[src/rtl/fetch_pc_unit.sv]
// Instruction-fetch / PC stage: FETCH issues an imem request and latches the word, EXEC pulses enable and commits next_pc.
// Optional macro FETCH_ALIGN_CHECK_EN: force committed PC to word alignment and raise a sticky align_err.
module fetch_pc_unit #(
  parameter logic [31:0] PC_RESET = 32'h0040_0000,
  parameter int unsigned CNT_W    = 32
) (
  input  logic             clk,
  input  logic             reset,
  output logic             imem_req,
  output logic [31:0]      imem_addr,
  input  logic             imem_ack,
  input  logic [31:0]      imem_rdata,
  output logic [31:0]      instr,
  output logic             enable,
  input  logic [1:0]       pcsel,
  input  logic [31:0]      signimm,
  input  logic [31:0]      rs_data,
  input  logic             stall,
  output logic [31:0]      pc,
  output logic [31:0]      pc_plus4,
  output logic [CNT_W-1:0] retired,
  output logic             align_err
);

  typedef enum logic [0:0] {FETCH = 1'b0, EXEC = 1'b1} state_t;

  state_t      state, state_nxt;
  logic        commit;
  logic [31:0] next_pc;
  logic [31:0] pc_commit;

  always_ff @(posedge clk) begin
    if (reset) state <= FETCH;
    else       state <= state_nxt;
  end

  // Outputs are gated by reset so nothing leaks out on the reset cycle itself.
  always_comb begin
    state_nxt = state;
    imem_req  = 1'b0;
    commit    = 1'b0;
    case (state)
      FETCH: begin
        imem_req = ~reset;
        if (imem_ack) state_nxt = EXEC;
      end
      EXEC: begin
        commit = ~stall;
        if (!stall) state_nxt = FETCH;
      end
      default: state_nxt = FETCH;
    endcase
  end

  assign enable    = commit & ~reset;
  assign imem_addr = pc;
  assign pc_plus4  = pc + 32'd4;

  always_comb begin
    next_pc = pc_plus4;
    case (pcsel)
      2'b00: next_pc = pc_plus4;
      2'b01: next_pc = pc_plus4 + (signimm << 2);
      2'b10: next_pc = {pc_plus4[31:28], instr[25:0], 2'b00};
      2'b11: next_pc = rs_data;
      default: next_pc = pc_plus4;
    endcase
  end

`ifdef FETCH_ALIGN_CHECK_EN
  assign pc_commit = {next_pc[31:2], 2'b00};

  always_ff @(posedge clk) begin
    if (reset)                                align_err <= 1'b0;
    else if (commit && (next_pc[1:0] != 2'b00)) align_err <= 1'b1;
  end
`else
  assign pc_commit = next_pc;
  assign align_err = 1'b0;
`endif

  always_ff @(posedge clk) begin
    if (reset) begin
      pc      <= PC_RESET;
      instr   <= 32'h0;
      retired <= '0;
    end else begin
      if (state == FETCH && imem_ack) instr <= imem_rdata;
      if (commit) begin
        pc      <= pc_commit;
        retired <= retired + CNT_W'(1);
      end
    end
  end

endmodule

[config.mk]
export PLATFORM = sky130hd
export DESIGN_NAME = fetch_pc_unit
export DESIGN_NICKNAME = d
export VERILOG_FILES = /design/src/rtl/fetch_pc_unit.sv
export SDC_FILE = /design/constraint.sdc
export NUM_CORES = 1
export LEC_CHECK = 0
export CORE_MARGIN = 2
export CORE_UTILIZATION = 44
export CTS_CLUSTER_SIZE = 16
export DETAILED_ROUTE_END_ITERATION = 10
export PLACE_DENSITY = 0.89
export SLEW_MARGIN = 5
export SYNTH_ARGS = -nofsm -noshare
export SYNTH_HDL_FRONTEND = slang
export SYNTH_SLANG_ARGS = --single-unit
export TNS_END_PERCENT = 30
[constraint.sdc]
create_clock -name clk -period 4.5 [get_ports clk]
set_clock_uncertainty 0.2 [all_clocks]
set_input_delay 1.35 -clock clk [delete_from_list [all_inputs] [get_ports clk]]
set_output_delay 1.35 -clock clk [all_outputs]
set_load 0.01 [all_outputs]
==> flow_summary.yaml <==
status:
  status: "finished clean"
global_routing:
  grt_overflow: 0
  grt_pass1_wl_um: 36470
  grt_pass1_vias: 6936
  grtUsageTotal_pct: 28.45
  antenna_found_initial: 0
  grt_max_degree: 53
finish:
  diodes: 0
  design_area_um2: 9656
  utilization_pct: 65.93
  nNetsFinal: 1216
  syn_to_final_growth_pct: 45.74
  drive_gt1_share_pct: 7.763
  final_common_cell: "clkdlybuf4s50_1"
  layout_common_cells: "clkdlybuf4s50_1 (259), nand2_1 (130), dfxtp_1 (97), nor2_1 (95), a21oi_1 (87)"
synthesis:
  synth_top_family_by_area: "simple AND/OR/NAND/NOR gates"
  syn-mean-instance-area_um2: 7.831
  synth_compound_area_share_pct: 17.64
  async_flop_share_pct: 0
  synthFlopType: "dfxtp_1"
  synthMuxAreaShare_pct: 5.628
  synth_xor_area_share_pct: 10.54
  ys_types: 61
  synth_area_um2: 6625
  synth-edff-count: 0
  synth_area_leaders: "dfxtp_1 (29%), nand2_1 (7.4%), ha_1 (6.8%)"
  yosys.area.top_type_share_pct: 29.31
  synth_adder_area_share_pct: 7.101
  ys_seq_area_share_pct: 29.31
  ys_ff_latch: 97
  synth_area_leader_cell: "dfxtp_1"
  syn-num-nets: 985
  yosys.area_share.simple_pct: 22.85
  syn_inst: 846
  yosys_warnings: 0
floorplan:
  dieHeight_um: 126.7
  core_um2: 14640
  dieArea_um2: 16050
  pin_count: 265
  initial_core_util_pct: 45.24
  fp-row-count: 44
  dieWidth_um: 126.7
power:
  pwr_density_cell_nw_per_um2: 246.0
  vdd_ir_drop_max_v: 0.0001713
  p_leak_nw: 3.807
  p_total_mw: 2.375
place:
  dpl-instance-area_um2: 9301
  gp_congestion: 0.9479
  port_buffers: 261
  place_hpwl_um: 17620
clocking:
  cts_made_buffers: 9
  root_buffer: "clkbuf_16"
  htreeDepth: 3
  clock-sinks: 97
  post_cts.repair.setup_buffers: 0
  clockBufferDepth: 2
  hold_buffers: 0
  worstSkewPairLatency_ps: 340
  clk_pin_slew_worst_paths_ps: 70
  cts_tree: "built"
timing:
  tightest_slew_ps: 1006
  grt_setup_unrepaired: "false"
  slew_headroom_pct: 32.71
  timing.final.setup_violations: 0
  fmax_mhz: 226.2
  setup_tns_ps: 0
  period_needed_ps: 4421
  hold_ws_ps: 259.0
  finalCritPeriodShare_pct: 98.25
  final_hold_viol_count: 0
  finalMaxSlewViolations: 0
critical_path:
  critical_path.cell_chain: "clkdlybuf4s50_1 > nand2b_1 > nor2_1 > clkdlybuf4s50_1"
  start_kind: "primary input"
  crit_required_ps: 2950
  critical_path_class: "primary input to primary output"
  cp_max_fo: 2
  worstPathArrival_ps: 2870
  cp_slowest_cell: "clkdlybuf4s50_1"
  slowest_delay_ps: 610
  cpMostUsedCell: "clkdlybuf4s50_1"
  endpoint_kind: "primary output"
hold_path:
  hp-class: "flop to flop"
routing:
  wl_met3_um: 2037
  vias: 7212
  first_iter_violations: 576
  via_per_inst: 5.697
  drt_pre_antenna_iters: 5
  wl_um: 23330
  top_layer_used: "met4"
  drc: 0
  ant_nets: 0
  wire_per_inst_um: 18.43
  wl_met2_um: 11460
  met1_length_um: 9446
run:
  drv_cap: 0
power breakdown:
| group | total (mW) | internal [mW] | switching, mW |
|---|---|---|---|
| registers | 0.932 | 0.892 | 0.0408 |
| logic | 0.651 | 0.337 | 0.314 |
| clock network | 0.792 | 0.437 | 0.355 |
stage by stage:
stage,worst slack (ps),instances
after floorplan,485.5,846
after global placement,0.8491,1250
after detailed placement,-41.48,1250
after CTS,10.91,1266
after global routing,18.67,1266
final,78.58,1266
state kept, by name, summed over array words and instances (netlist names):
name       flops
imem_addr     32
instr         32
retired       32
state          1
worst paths after layout:
kind                                   from                         end  slack [ps]  cells past startpoint
setup / recovery                      stall                      enable          80                      4
setup reg to reg  imem_addr[2]$_SDFFE_PP0P_  imem_addr[31]$_SDFFE_PP0P_         220                     16
hold / removal       instr[26]$_SDFFE_PP0P_      instr[26]$_SDFFE_PP0P_         260                      2
hold reg to reg      instr[26]$_SDFFE_PP0P_      instr[26]$_SDFFE_PP0P_         260                      2
timing repair:
item | in CTS | in global routing
setup endpoints to repair | 3 | 11
resized for setup | 2 | 11
hold endpoints to repair | 0 | 0
pin swaps | 0 | 1
Yosys cell counts, drive strengths merged (2+ instances only):
master,count
a211oi,11
a21boi,2
a21o,13
a21oi,88
a221oi,5
a22oi,2
a31oi,4
a32o,2
and2,5
and3,15
and4,5
buf,42
clkbuf,30
dfxtp,97
ha,36
inv,13
mux2,2
mux2i,8
mux4,12
nand2,130
nand2b,5
nand3,20
nand4,18
nor2,96
nor2b,11
nor3,14
o211ai,8
o21a,4
o21ai,40
o21bai,3
o221ai,2
o22ai,3
o31a,3
or3,7
xnor2,32
xor2,46
cells by family (layout without fill, tap and decap cells):
family,count (synthesis),after routing
buffers and inverters,85,321
and+or+nand+nor,330,330
other,1,1
adders and majority gates,37,37
AOI/OAI and AO/OA,196,196
DFF,97,97
muxes,22,22
xor gates and xnor gates,78,78
routing by layer:
metal,vias up,track usage [%]
met1,3374,35.63
met2,406,49.92
met4,0,8.920
li1,3396,-
met5,-,0
met3,36,5.061
area by class of cell:
type / count / area (um2)
clock inverter: 5 / 63.81
multi-input combinational: 664 / 4300
fill: 1158 / 4989
sequential: 97 / 1942
clock buffer: 11 / 232.7
tap: 184 / 230.2
timing repair buffer: 292 / 2838
inverter: 13 / 48.80
worst max-delay path, delay by kind of cell:
family	cells	cell delay (ps)
buf+inv	2	1090
simple gates	2	420
No activity file was read; power rests on OpenSTA's default activity.
